<file path="src/rtl/process_tick_scheduler_pkg.sv">
// Shared definitions for the process tick scheduler: default sizes and FSM state encoding.
// CNT_W covers a 320x240 frame, matching the frame buffer controller.
package process_tick_scheduler_pkg;

  localparam int N_REQ_DEF = 4;
  localparam int DIV_W_DEF = 8;
  localparam int CNT_W_DEF = 17;

  typedef enum logic [1:0] {
    ST_IDLE = 2'd0,
    ST_RUN  = 2'd1,
    ST_DONE = 2'd2
  } state_e;

endpackage

</file>
<file path="src/rtl/process_tick_scheduler_if.sv">
// Request/grant/tick bundle between top-level control (master) and the scheduler (slave).
interface process_tick_scheduler_if
  import process_tick_scheduler_pkg::*;
#(
  parameter int N_REQ = N_REQ_DEF,
  parameter int DIV_W = DIV_W_DEF,
  parameter int CNT_W = CNT_W_DEF
);

  logic [DIV_W-1:0]       cfg_div;
  logic [N_REQ-1:0]       req;
  logic [N_REQ*CNT_W-1:0] req_len;
  logic [N_REQ-1:0]       grant;
  logic                   tick;
  logic [CNT_W-1:0]       O_ADDR;
  logic [N_REQ-1:0]       done;
  logic                   busy;

  modport master (
    output cfg_div, req, req_len,
    input  grant, tick, O_ADDR, done, busy
  );

  modport slave (
    input  cfg_div, req, req_len,
    output grant, tick, O_ADDR, done, busy
  );

endinterface

</file>
<file path="src/rtl/process_tick_scheduler_tick_gen.sv">
// Clearable divider: registered tick output that is high in the cycle the count equals div.
// clr/en describe the coming cycle, so tick lines up with the first RUN cycle without delay.
module process_tick_gen
  import process_tick_scheduler_pkg::*;
#(
  parameter int DIV_W = DIV_W_DEF
) (
  input  logic             I_CLK,
  input  logic             rst,
  input  logic             clr,
  input  logic             en,
  input  logic [DIV_W-1:0] div,
  output logic             tick
);

  logic [DIV_W-1:0] cnt_q, cnt_d;
  logic             tick_q, tick_d;

  always_comb begin
    cnt_d = cnt_q;
    if (clr) begin
      cnt_d = '0;
    end else if (en) begin
      cnt_d = (cnt_q == div) ? '0 : cnt_q + DIV_W'(1);
    end
    tick_d = en && (cnt_d == div);
  end

  always_ff @(posedge I_CLK or negedge rst) begin
    if (!rst) begin
      cnt_q  <= '0;
      tick_q <= 1'b0;
    end else begin
      cnt_q  <= cnt_d;
      tick_q <= tick_d;
    end
  end

  assign tick = tick_q;

endmodule

</file>
<file path="src/rtl/process_tick_scheduler.sv">
// Round-robin owner of the divided processing enable; issues per-pixel tick strobes for one job.
// All outputs are flops driven from next-state values, so nothing is combinational from req.
module process_tick_scheduler
  import process_tick_scheduler_pkg::*;
#(
  parameter int N_REQ = N_REQ_DEF,
  parameter int DIV_W = DIV_W_DEF,
  parameter int CNT_W = CNT_W_DEF
) (
  input  logic                     I_CLK,
  input  logic                     rst,
  process_tick_scheduler_if.slave  bus
);

  localparam int IDX_W = (N_REQ > 1) ? $clog2(N_REQ) : 1;

  state_e           state_q, state_d;
  logic [IDX_W-1:0] win_q, win_d;
  logic [IDX_W-1:0] ptr_q, ptr_d;
  logic [CNT_W-1:0] len_q, len_d;
  logic [DIV_W-1:0] div_q, div_d;
  logic [CNT_W-1:0] addr_q, addr_d;
  logic [N_REQ-1:0] grant_q, grant_d;
  logic [N_REQ-1:0] done_q, done_d;
  logic             busy_q, busy_d;
  logic             tick_w;

  function automatic logic [IDX_W-1:0] rr_pick(input logic [N_REQ-1:0] r,
                                               input logic [IDX_W-1:0] p);
    logic [IDX_W-1:0] pick;
    logic             found;
    int               idx;
    pick  = p;
    found = 1'b0;
    for (int i = 0; i < N_REQ; i++) begin
      idx = (int'(p) + i) % N_REQ;
      if (!found && r[idx]) begin
        pick  = IDX_W'(idx);
        found = 1'b1;
      end
    end
    return pick;
  endfunction

  function automatic logic [IDX_W-1:0] next_ptr(input logic [IDX_W-1:0] w);
    return IDX_W'((int'(w) + 1) % N_REQ);
  endfunction

  always_comb begin
    state_d = state_q;
    win_d   = win_q;
    ptr_d   = ptr_q;
    len_d   = len_q;
    div_d   = div_q;
    addr_d  = addr_q;
    case (state_q)
      ST_IDLE: begin
        addr_d = '0;
        if (|bus.req) begin
          win_d   = rr_pick(bus.req, ptr_q);
          len_d   = bus.req_len[int'(win_d)*CNT_W +: CNT_W];
          div_d   = bus.cfg_div;
          state_d = (len_d == '0) ? ST_DONE : ST_RUN;
        end
      end
      ST_RUN: begin
        // Losing the request abandons the job quietly; the pointer still moves past it.
        if (!bus.req[win_q]) begin
          state_d = ST_IDLE;
          ptr_d   = next_ptr(win_q);
          addr_d  = '0;
        end else if (tick_w) begin
          if (addr_q == len_q - CNT_W'(1)) begin
            state_d = ST_DONE;
            addr_d  = '0;
          end else begin
            addr_d = addr_q + CNT_W'(1);
          end
        end
      end
      ST_DONE: begin
        state_d = ST_IDLE;
        ptr_d   = next_ptr(win_q);
      end
      default: begin
        state_d = ST_IDLE;
      end
    endcase

    grant_d = (state_d == ST_IDLE) ? '0 : (N_REQ'(1) << win_d);
    done_d  = (state_d == ST_DONE) ? (N_REQ'(1) << win_d) : '0;
    busy_d  = (state_d != ST_IDLE);
  end

  always_ff @(posedge I_CLK or negedge rst) begin
    if (!rst) begin
      state_q <= ST_IDLE;
      win_q   <= '0;
      ptr_q   <= '0;
      len_q   <= '0;
      div_q   <= '0;
      addr_q  <= '0;
      grant_q <= '0;
      done_q  <= '0;
      busy_q  <= 1'b0;
    end else begin
      state_q <= state_d;
      win_q   <= win_d;
      ptr_q   <= ptr_d;
      len_q   <= len_d;
      div_q   <= div_d;
      addr_q  <= addr_d;
      grant_q <= grant_d;
      done_q  <= done_d;
      busy_q  <= busy_d;
    end
  end

  // The divider restarts on every RUN entry and uses the ratio being latched this edge.
  process_tick_gen #(
    .DIV_W (DIV_W)
  ) u_tick_gen (
    .I_CLK (I_CLK),
    .rst   (rst),
    .clr   (state_q != ST_RUN),
    .en    (state_d == ST_RUN),
    .div   (div_d),
    .tick  (tick_w)
  );

  assign bus.grant  = grant_q;
  assign bus.tick   = tick_w;
  assign bus.O_ADDR = addr_q;
  assign bus.done   = done_q;
  assign bus.busy   = busy_q;

endmodule

</file>
<file path="src/flat_wrapper.sv">
// flat-port wrapper written by rule: the top's interface ports become plain ports
module process_tick_scheduler_flat import process_tick_scheduler_pkg::*;
#(
  parameter int N_REQ = N_REQ_DEF,
  parameter int DIV_W = DIV_W_DEF,
  parameter int CNT_W = CNT_W_DEF
)
  (I_CLK, rst, bus_cfg_div, bus_req, bus_req_len, bus_grant, bus_tick, bus_O_ADDR, bus_done, bus_busy);
  process_tick_scheduler_if #(.N_REQ(N_REQ), .DIV_W(DIV_W), .CNT_W(CNT_W)) bus_i ();
  input  logic I_CLK;
  input  logic rst;
  input wire logic [$bits(bus_i.cfg_div)-1:0] bus_cfg_div;
  input wire logic [$bits(bus_i.req)-1:0] bus_req;
  input wire logic [$bits(bus_i.req_len)-1:0] bus_req_len;
  output wire logic [$bits(bus_i.grant)-1:0] bus_grant;
  output wire logic [$bits(bus_i.tick)-1:0] bus_tick;
  output wire logic [$bits(bus_i.O_ADDR)-1:0] bus_O_ADDR;
  output wire logic [$bits(bus_i.done)-1:0] bus_done;
  output wire logic [$bits(bus_i.busy)-1:0] bus_busy;
  assign bus_i.cfg_div = bus_cfg_div;
  assign bus_i.req = bus_req;
  assign bus_i.req_len = bus_req_len;
  assign bus_grant = bus_i.grant;
  assign bus_tick = bus_i.tick;
  assign bus_O_ADDR = bus_i.O_ADDR;
  assign bus_done = bus_i.done;
  assign bus_busy = bus_i.busy;
  process_tick_scheduler #(.N_REQ(N_REQ), .DIV_W(DIV_W), .CNT_W(CNT_W)) u_core (.I_CLK(I_CLK), .rst(rst), .bus(bus_i));
endmodule
</file>
<file path="config.mk">
export PLATFORM = sky130hd
export DESIGN_NAME = process_tick_scheduler_flat
export DESIGN_NICKNAME = d
export VERILOG_FILES = /design/src/rtl/process_tick_scheduler_pkg.sv /design/src/rtl/process_tick_scheduler_if.sv /design/src/rtl/process_tick_scheduler_tick_gen.sv /design/src/rtl/process_tick_scheduler.sv /design/src/flat_wrapper.sv
export SDC_FILE = /design/constraint.sdc
export NUM_CORES = 1
export LEC_CHECK = 0
export BUFFER_PORTS_ARGS = -buffer_cell sky130_fd_sc_hd__buf_2
export CORE_MARGIN = 2
export CORE_UTILIZATION = 40
export DETAILED_ROUTE_END_ITERATION = 12
export MAX_ROUTING_LAYER = met4
export PLACE_DENSITY = 0.69
export RECOVER_POWER = 50
export REMOVE_ABC_BUFFERS = 1
export SKIP_CTS_REPAIR_TIMING = 1
export SLEW_MARGIN = 10
export SYNTH_ARGS = -nofsm -noshare
export SYNTH_HDL_FRONTEND = slang
export SYNTH_SLANG_ARGS = --single-unit
</file>
<file path="constraint.sdc">
create_clock -name I_CLK -period 8.15 [get_ports I_CLK]
set_input_delay 0.815 -clock I_CLK [delete_from_list [all_inputs] [get_ports I_CLK]]
set_output_delay 0.815 -clock I_CLK [all_outputs]
set_load 0.005 [all_outputs]
</file>
* Yosys cells after proc, flatten, opt, wreduce, memory -nomap -nowiden
Cells that the tools add are included.
Widths: inputs -> output; s select.
** Word-level totals
- Flip-flop bits (word level) :: 66
- Latch bits :: 0
- Memory bits (writable) :: 0
- ROM bits :: 0
- Input bits :: 82
- Output and inout bits :: 27
- Logic and storage cells :: 107
- Memories kept :: 0
** Cells by class
- Add/subtract/negate cells :: 7
- Multipliers :: 1
- Div/mod/pow operators :: 0
- Magnitude comparators :: 5
- Equality and inequality tests :: 10
- Shift operators :: 2
- Multiplexer cells :: 48
- Bitwise logic cells :: 3
- Reduce and logical (&&, ||, !) cells :: 20
** Operators by type and width (number)
- $shiftx 68x32->17 :: 1
- $mux 17 :: 3
- $mux 8 :: 5
- $pmux 17 s2 :: 1
- $mux 2 :: 13
- $add 17x1->17 const B :: 1
- $eq 17x17->1 :: 1
- $logic_not 17->1 :: 1
- $mux 1 :: 17
- $sub 17x1->17 const B :: 1
- $eq 8x8->1 :: 2
- $lt 3x4->1 const B :: 3
- $bmux 1 s2 :: 5
- $add 8x1->8 const B :: 1
- $mux 4 :: 2
- $pmux 2 s2 :: 2
- $mul 2x5->7 const B :: 1
- $lt 2x3->1 const B :: 2
- $reduce_and 2->1 :: 3
- $reduce_bool 2->1 :: 3
- $reduce_or 2->1 :: 3
- $add 2x1->2 const B :: 2
- $add 2x2->2 const B :: 2
- $eq 2x1->1 const B :: 2
- 10 further kinds :: 19

* Depth between registers and ports, before layout
Gate-level depths: netlist of the first run.
- Word-level depth :: 31
- Mapped depth :: 14
- Gate-level depth less buffers :: 12

* Modules after synthesis
From an unflattened synthesis of the first run, not the netlist that was laid out.
** Unflattened totals
- Cells, all modules :: 550
- Area total of the unflattened synthesis :: 4570.6 µm²
** By module, submodules not included
- process_tick_scheduler :: times used 1, cells each 459, area each 3789.9 µm², seq. area each 1426.4 µm²
- process_tick_gen :: times used 1, cells each 91, area each 780.7 µm², seq. area each 225.2 µm²

* Least setup slack after synthesis of the first run
No wires, ideal clock.
- Kind :: input -> register
- Start point :: input bus_req[0]
- End point :: register u_core.u_tick_gen.tick_q (netlist: u_core.u_tick_gen.tick)
- Data arrival time :: 3675 ps
- Required time :: 8055 ps
- Setup slack :: 4380 ps
- Cell stages on the path :: 12
- Path buffers :: 2
- Cells stage by stage :: or4_1 > nand2_1 > buf_2 > mux2_2 > xor2_1 > nor4_2 > buf_2 > nor2_1 > o32a_1 > o22ai_1 > nand3_1 > nor4b_2
** RTL lines
- from (decl) :: RTL line flat_wrapper.sv:13 : input wire logic [$bits(bus_i.req)-1:0] bus_req;
- $reduce_or 4->1 (*) :: RTL line process_tick_scheduler.sv:59 : if (|bus.req) begin
- $mux 8 (*) :: RTL line process_tick_scheduler.sv:59
- $mux 8 (*) :: RTL line process_tick_scheduler.sv:56 : case (state_q)
- via u_core.div_d[3] :: RTL line process_tick_scheduler.sv:21 : logic [DIV_W-1:0] div_q, div_d;
- $eq 8x8->1 :: RTL line process_tick_scheduler_tick_gen.sv:24 : cnt_d = (cnt_q == div) ? '0 : cnt_q + DIV_W'(1);
- $mux 8 :: RTL line process_tick_scheduler_tick_gen.sv:24
- $mux 8 :: RTL line process_tick_scheduler_tick_gen.sv:23 : end else if (en) begin
- $mux 8 :: RTL line process_tick_scheduler_tick_gen.sv:21 : if (clr) begin
- $eq 8x8->1 (*) :: RTL line process_tick_scheduler_tick_gen.sv:26 : tick_d = en && (cnt_d == div);
- $logic_and 1x1->1 (*) :: RTL line process_tick_scheduler_tick_gen.sv:26
- via u_core.u_tick_gen.tick_d :: RTL line process_tick_scheduler_tick_gen.sv:17 : logic tick_q, tick_d;
- to (signal assigned) :: RTL line process_tick_scheduler_tick_gen.sv:35 : tick_q <= tick_d;
- to (decl) :: RTL line process_tick_scheduler_tick_gen.sv:17
The timed path passes the listed nets; every way through them passes the cells marked *. The select of a mux whose other input is x is not followed.
A chain may end at the register's enable or synchronous reset.

* Worst setup path in the final report of the first run
Same ends and word-level chain as after synthesis.

==> impl_metrics.yaml, run 1 <==
critical_path:
  cp_num_buf_inv: 3
  slowest_delay_ns: 0.55
  startpoint_type: "primary input"
  cpMaxStageDelayCell: "or4_1"
  rr_startpoint: "u_core.len_q[0]"
  cp.arrival_ns: 4.18
  path_delay_family: "simple AND/OR/NAND/NOR gates"
  critical_path_class: "in2reg"
  cp-end-kind: "flop"
  crit_chain: "buf_2 -> or4_1 -> nand2_1 -> buf_4 -> mux2_2 -> a211o_1 -> nor4_2 -> buf_4 -> nor2_1 -> o32a_1 -> o22ai_1 -> nand3_1 -> nor4b_2"
  critical_path.startpoint: "bus_req[0]"
  cp_max_fo: 29
  crit_top_cell: "buf_4"
  cp.required_ns: 8.42
yosys:
  synth_top_family_by_area: "simple AND/OR/NAND/NOR gates"
  synth.distinct_cells: 60
  muxShareOfSynthArea_pct: 11.09
  syn_avg_cell_area_um2: 9.080
  synth-simple-area-share_pct: 25.98
  syn_area_mm2: 0.004422
  synth-compound-area-share_pct: 14.37
  synth-seq-cells: 66
  yosysWarnings: 0
  syn_inst: 487
  yosysSeqAreaShare_pct: 37.35
  synth_adder_area_share_pct: 0.8489
  ys.flop_type: "dfrtp_1"
  synth_edf_count: 0
  synthArstFlopShare_pct: 100.0
  synth_xor_area_share_pct: 7.046
sta:
  fin_crit_sh_pct: 47.94
  relSlewSlack_pct: -140.3
  hold_ws_ns: 0.5254
  setup-tns-final_ns: 0
  hold_viol_final: 0
  worst_slew_pin_slew_ns: 3.605
  rsz0062_at_grt: "false"
  max_freq_ghz: 0.2559
  finalSetupViolCount: 0
  skew_ns: 0.01065
  min_period_ns: 3.907
  drv_slew: 67
floorplanning:
  core_mm2: 0.01079
  initial_core_util_pct: 40.97
  io-pin-count: 109
  die_y_um: 109.1
  fp.dieArea_mm2: 0.01191
  dieWidth_um: 109.1
  rows: 38
layout:
  syn2layout_area_growth_pct: 19.30
  nNetsFinal: 674
  final_cell_area_mm2: 0.005275
  drive_above_1_share_pct: 25.59
  antenna_cells: 0
detailed_routing:
  totalWireLength_um: 11420
  drc: 0
  vias: 4030
  drt-initial-drc-count: 198
  ant_nets: 0
  avgViaCountPerCell: 5.490
  wl_per_cell_um: 15.56
  first_pass_iters: 4
global_route:
  antenna_found_initial: 0
  grt_pass1_vias: 3859
  grt_max_degree: 67
  gr-total-overflow: 0
  grt_pass1_wl_um: 19020
  grtUsageTotal_pct: 21.23
placed_design:
  place_area_mm2: 0.005070
  gp_congestion: 0.9018
  portBuffers: 108
  dpl.hpwl_um: 8647
clock_network:
  tritoncts: "yes"
  htreeDepth: 3
  cts_buffers: 9
  clockBufferDepth: 2
  clk_pin_slew_ns: 0.08
  cts_root_buf: "clkbuf_8"
  cts.sinks: 66
  clk-insertion-delay-late_ns: 0.36
run:
  max_cap_viol_count: 1
worst_hold_path:
  hold_start: "u_core.len_q[16]"
  hold_path.class: "reg2reg"
status:
  violations: "capacitance limit, slew limit"
  outcome: "complete, but fails checks"
power:
  cellLeakagePower_uw: 0.002459
  power_density_mw_per_mm2: 300.8
  vdd_drop_max_mv: 0.1956
==> placed cells by master, fill, tap and decap left out, drive strengths merged, types with 4 or more instances in the layout <==
| master | n |
|---|---|
| a211o | 4 |
| a21oi | 13 |
| or4 | 7 |
| nand3 | 13 |
| nor4 | 9 |
| mux4 | 18 |
| buf | 104 |
| dfrtp | 66 |
| nand4 | 5 |
| nand2 | 94 |
| inv | 14 |
| xnor2 | 17 |
| a21o | 8 |
| mux2 | 4 |
| o21ai | 43 |
| and3 | 14 |
| nor2b | 9 |
| nor2 | 26 |
| nand2b | 23 |
| mux2i | 4 |
| nor3 | 10 |
| xor2 | 16 |
| o211ai | 4 |
| clkbuf | 18 |
==> metrics by stage <==
stage                     instances  power [uW]  setup WS (ns)  utilization (%)
after floorplan                 466        1066          3.729                -
after CTS                       734        1596          4.268            48.99
final                           734        1587          4.243            48.88
after global routing            734        1707          3.572            48.88
after global placement          718        1257          3.990            46.97
after detailed placement        718        1276          3.899            46.97
==> final timing paths <==
path	to	slack, ns	cells after the start
min in group asynchronous	u_core.bus.O_ADDR[2]	1.79	2
max	u_core.u_tick_gen.tick	4.24	13
max reg2reg	u_core.bus.O_ADDR[7]	4.37	12
min reg2reg	u_core.len_q[16]	0.53	2
min	u_core.len_q[16]	0.53	2
max in group asynchronous	u_core.bus.O_ADDR[5]	4.34	2
==> layer usage <==
layer	wire (um)	GRT usage, %	up-vias
li1	-	-	1957
met1	5499	29.03	1934
met2	5155	31.81	122
met3	567	4.065	17
met4	195	6.960	0
met5	0	-	-
==> cells by family after synthesis <==
family                     Yosys count
AOI/OAI and AO/OA                   97
xor gates and xnor gates            34
adders and majority gates            3
buffers and inverters               34
DFF                                 66
muxes                               26
and+or+nand+nor                    227
==> sequential cells by signal (all words and copies together) (netlist names), 2 cells and up <==
signal / count
u_core.bus.grant: 4
u_core.u_tick_gen.cnt_q: 8
u_core.state_q: 2
u_core.ptr_q: 2
u_core.len_q: 17
u_core.bus.O_ADDR: 17
u_core.bus.done: 4
u_core.div_q: 8
u_core.win_q: 2
==> report_power, final <==
group          leakage, uW  internal, uW  switching, uW  total (uW)
sequential        0.000856           417            105         522
combinational      0.00150           328            423         752
clock             0.000107           173            139         313
total              0.00246           919            668        1590
==> cell type report <==
class	instances	area (um^2)
Clock buffer	10	127.6
Fill cell	1053	5518
Multi-Input combinational cell	387	2624
Sequential cell	66	1652
Timing Repair Buffer	112	558.0
Clock inverter	6	90.09
Inverter	13	48.80
Tap cell	140	175.2
==> Yosys cell counts, types with 4 or more instances <==
cell type,n,area (um^2)
nand2b_1,23,143.9
clkbuf_1,16,60.06
nor4_1,8,50.05
inv_1,13,48.80
o21ai_0,24,120.1
dfrtp_1,66,1652
nor2b_1,9,56.30
mux4_2,18,405.4
and3_1,14,87.58
a21o_1,8,60.06
mux2i_1,4,40.04
xnor2_1,17,148.9
nor3_1,10,50.05
a21oi_1,13,65.06
nor2_1,26,97.59
nand3_1,13,65.06
xor2_1,16,140.1
or4_1,4,30.03
nand2_1,94,352.8
o211ai_1,4,30.03
nand4_1,5,31.28
o21ai_1,19,95.09
mux2_2,4,45.04
==> worst register-to-register path, cell delays in order, from the launching register on <==
cell	delay [ns]
dfrtp_1	0.42
inv_1	0.10
ha_1	0.20
or3b_1	0.50
or4b_1	0.58
o21ai_1	0.16
a311oi_1	0.07
a211o_2	0.34
nor2_1	0.17
or3_1	0.70
o21ai_0	0.22
nand2_1	0.11
o21ai_1	0.06
Note: power is estimated with default switching activity, not from simulation.
==> run 2: changes to the inputs <==
==> constraint.sdc (replaced) <==
create_clock -name I_CLK -period 3.6 [get_ports I_CLK]
set_input_delay 0.36 -clock I_CLK [delete_from_list [all_inputs] [get_ports I_CLK]]
set_output_delay 0.36 -clock I_CLK [all_outputs]
set_load 0.005 [all_outputs]
==> impl_metrics.yaml, run 2 (synthesized netlist as in run 1, its figures left out) <==
status:
  outcome: "complete, but fails checks"
  violations: "capacitance limit, slew limit"
placed_design:
  portBuffers: 108
  place_area_mm2: 0.005162
  gp_congestion: 0.8842
  dpl.hpwl_um: 8824
clock_network:
  clk-insertion-delay-late_ns: 0.35
  htreeDepth: 3
  cts_root_buf: "clkbuf_8"
  tritoncts: "yes"
  clk_pin_slew_ns: 0.08
  cts.sinks: 66
  cts_buffers: 9
  clockBufferDepth: 2
layout:
  drive_above_1_share_pct: 26.37
  nNetsFinal: 683
  syn2layout_area_growth_pct: 21.19
  final_cell_mix: "buf_2, nand2_1, dfrtp_1"
  final_cell_area_mm2: 0.005359
  layout_commonest_cell: "buf_2"
  utilization_pct: 49.65
  antenna_cells: 0
power:
  cellLeakagePower_uw: 0.002494
  power_density_mw_per_mm2: 678.2
  vdd_drop_max_mv: 0.4441
critical_path:
  cp-end-kind: "flop"
  crit_path_end: "u_core.u_tick_gen.tick"
  critical_path_class: "reg2reg"
  startpoint_type: "flop"
  r2r-end: "u_core.u_tick_gen.tick"
  critical_path.startpoint: "u_core.len_q[0]"
  rrSetupSlack_ns: 0.07
  cp.arrival_ns: 3.79
  cp_max_fo: 8
  cp.required_ns: 3.86
  reg2reg_depth: 12
  rr_startpoint: "u_core.len_q[0]"
global_route:
  grt_pass1_wl_um: 19120
  gr-total-overflow: 0
  antenna_found_initial: 0
  grtUsageTotal_pct: 21.19
  grt_max_degree: 32
  grt_pass1_vias: 3870
floorplanning:
  rows: 38
  fp.dieArea_mm2: 0.01191
  core_mm2: 0.01079
  io-pin-count: 109
  dieWidth_um: 109.1
  initial_core_util_pct: 40.97
  die_y_um: 109.1
sta:
  worst_slew_pin_slew_ns: 1.732
  rsz0062_at_grt: "true"
  finalSetupViolCount: 0
  relSlewSlack_pct: -15.45
  drv_slew: 32
  skew_ns: 0.01065
  setup-tns-final_ns: 0
  hold_viol_final: 0
  min_period_ns: 3.534
  max_freq_ghz: 0.2830
  fin_crit_sh_pct: 98.15
run:
  max_cap_viol_count: 2
detailed_routing:
  totalWireLength_um: 11400
  drc: 0
  drt-initial-drc-count: 224
  first_pass_iters: 4
  avgViaCountPerCell: 5.408
  ant_nets: 0
  vias: 4018
  wl_per_cell_um: 15.35
worst_hold_path:
  hold_path.class: "in2reg"
[run 2: power by group]
part           total (uW)  internal, uW  switching, uW  leakage [uW]
Clock                 664           361            303      0.000106
Sequential           1170           945            230      0.000856
Combinational        1800           807            988       0.00153
[run 2: worst min path at each step]
stage	from	to	slack [ns]	cells past startpoint
2_1_floorplan	rst	u_core.bus.O_ADDR[0]	0.06	0
3_3_place_gp	rst	u_core.len_q[5]	0.41	1
3_5_place_dp	rst	u_core.len_q[5]	0.41	1
4_1_cts	rst	u_core.bus.O_ADDR[9]	0.03	1
5_1_grt	bus_cfg_div[0]	u_core.div_q[0]	0.25	3
6_report	bus_cfg_div[0]	u_core.div_q[0]	0.26	3
[run 2: critical path, stage by stage (launching register included)]
cell and delay [ns]:
dfrtp_1 0.43, inv_1 0.09, ha_1 0.20, or3b_4 0.45, or4b_1 0.56, o21ai_1 0.15
a311oi_1 0.06, a211o_2 0.34, o31ai_4 0.46, o211ai_1 0.23, nand3_1 0.12, nand4_1 0.11
nor4b_2 0.25
[run 2: stage by stage]
| step | total power, uW | worst slack (ns) | hold slack (ns) | std cells |
|---|---|---|---|---|
| floorplan | 2414 | -0.3656 | 0.06441 | 466 |
| global placement | 2932 | 0.1739 | 0.4094 | 727 |
| detailed placement | 2970 | 0.05613 | 0.4132 | 727 |
| CTS | 3649 | 0.03698 | 0.02747 | 743 |
| global route | 3945 | -0.1351 | 0.2472 | 743 |
| finish | 3634 | 0.06643 | 0.2568 | 743 |
[run 2: per-layer routing]
layer	track usage [%]	vias to the layer above	part of all wire (%)
li1	-	1971	-
met1	29.92	1901	49
met2	31.46	130	44
met3	3.586	16	5.4
met4	5.952	0	1.4
met5	-	-	0
[run 2: final cells by class]
cell class,instances,area (um^2)
Sequential cell,66,1652
Clock inverter,5,60.06
Timing Repair Buffer,121,641.9
Clock buffer,11,151.4
Inverter,13,48.80
Tap cell,140,175.2
Multi-Input combinational cell,387,2630
Fill cell,1024,5434
==> run 3: changes to the inputs <==
--- a/config.mk
+++ b/config.mk
@@ -6,6 +6,7 @@
 export NUM_CORES = 1
 export LEC_CHECK = 0
 export BUFFER_PORTS_ARGS = -buffer_cell sky130_fd_sc_hd__buf_2
+export CAP_MARGIN = 20
 export CORE_MARGIN = 2
 export CORE_UTILIZATION = 40
 export DETAILED_ROUTE_END_ITERATION = 12
==> constraint.sdc (replaced) <==
create_clock -name I_CLK -period 4.39 [get_ports I_CLK]
set_input_delay 0.439 -clock I_CLK [delete_from_list [all_inputs] [get_ports I_CLK]]
set_output_delay 0.439 -clock I_CLK [all_outputs]
set_load 0.005 [all_outputs]
==> impl_metrics.yaml, run 3 (synthesized netlist as in run 1, its figures left out) <==
status:
  outcome: "complete, but fails checks"
  violations: "capacitance limit, slew limit"
global_route:
  grt_pass1_vias: 3913
  antenna_found_initial: 0
  grt_pass1_wl_um: 18630
  gr-total-overflow: 0
  grtUsageTotal_pct: 20.93
  grt_max_degree: 52
layout:
  nNetsFinal: 677
  layout_commonest_cell: "buf_2"
  drive_above_1_share_pct: 25.46
  utilization_pct: 48.92
  final_cell_mix: "buf_2, nand2_1, dfrtp_1"
  antenna_cells: 0
  syn2layout_area_growth_pct: 19.41
sta:
  max_freq_ghz: 0.2711
  hold_viol_final: 0
  finalSetupViolCount: 0
  hold_ws_ns: 0.2042
  drv_slew: 52
  rsz0062_at_grt: "false"
  fin_crit_sh_pct: 84.01
  relSlewSlack_pct: -81.06
  skew_ns: 0.004950
  worst_slew_pin_slew_ns: 2.716
  setup-tns-final_ns: 0
  min_period_ns: 3.688
worst_hold_path:
  hold_path.class: "in2async"
critical_path:
  cp-end-kind: "flop"
  critical_path_class: "reg2reg"
  startpoint_type: "flop"
  cp.arrival_ns: 3.90
  cp.required_ns: 4.61
  cp_max_fo: 26
detailed_routing:
  wl_per_cell_um: 15.42
  drt-initial-drc-count: 234
  vias: 4084
  avgViaCountPerCell: 5.541
  first_pass_iters: 5
  drc: 0
  ant_nets: 0
  totalWireLength_um: 11360
clock_network:
  clk_pin_slew_ns: 0.07
  cts_buffers: 9
  clk-insertion-delay-late_ns: 0.36
  tritoncts: "yes"
  clockBufferDepth: 2
  cts_root_buf: "clkbuf_8"
  htreeDepth: 3
  cts.sinks: 66
floorplanning:
  fp.dieArea_mm2: 0.01191
  rows: 38
  die_y_um: 109.1
  core_mm2: 0.01079
  dieWidth_um: 109.1
  io-pin-count: 109
  initial_core_util_pct: 40.97
placed_design:
  portBuffers: 108
  dpl.hpwl_um: 8759
  gp_congestion: 0.9185
power:
  vdd_drop_max_mv: 0.3732
  cellLeakagePower_uw: 0.002453
  power_density_mw_per_mm2: 550.7
run:
  max_cap_viol_count: 1
run 3: layout make-up:
cell class / instances / area, um^2
Fill cell: 1033 / 5513
Multi-Input combinational cell: 387 / 2624
Sequential cell: 66 / 1652
Timing Repair Buffer: 115 / 576.8
Tap cell: 140 / 175.2
Clock buffer: 11 / 141.4
Clock inverter: 5 / 62.56
Inverter: 13 / 48.80
run 3: final timing paths:
path	from	cells after the start	slack, ns	endpoint
max	u_core.len_q[0]	12	0.70	u_core.bus.O_ADDR[5]
min	rst	1	0.20	u_core.bus.grant[2]
max reg2reg	u_core.len_q[0]	12	0.70	u_core.bus.O_ADDR[5]
min reg2reg	u_core.len_q[16]	2	0.50	u_core.len_q[16]
max in group asynchronous	rst	2	1.12	u_core.div_q[3]
min in group I_CLK	bus_cfg_div[0]	3	0.32	u_core.div_q[0]
run 3: worst max-delay path: stages (launching register included):
cell and delay, ns:
dfrtp_1 0.43, inv_1 0.11, ha_1 0.20, or3b_1 0.50
or4b_1 0.59, o21ai_1 0.15, a311oi_1 0.07, a211o_2 0.35
nor2_1 0.14, or3_1 0.61, o21ai_0 0.20, nand2_1 0.11
o21ai_1 0.06
run 3: routing by layer:
metal,GRT usage (%),vias to the layer above,routed length (um)
li1,-,1970,-
met1,27.89,1961,5298
met2,31.85,136,5208
met3,4.662,17,660
met4,6.593,0,196
met5,-,-,0
run 3: through the flow:
step | total power [uW] | setup WS (ns) | instance area [um^2] | cells
floorplan | 1979 | 0.3454 | 4324 | 466
global placement | 2347 | 0.7377 | 5092 | 721
detailed placement | 2380 | 0.6404 | 5092 | 721
CTS | 2923 | 0.6901 | 5296 | 737
global route | 3134 | 0.3767 | 5280 | 737
finish | 2908 | 0.7020 | 5280 | 737
run 3: power by group:
group	internal (uW)	total, uW	switching (uW)
clock	281	528	248
sequential	775	973	199
combinational	616	1410	790
total	1670	2910	1240
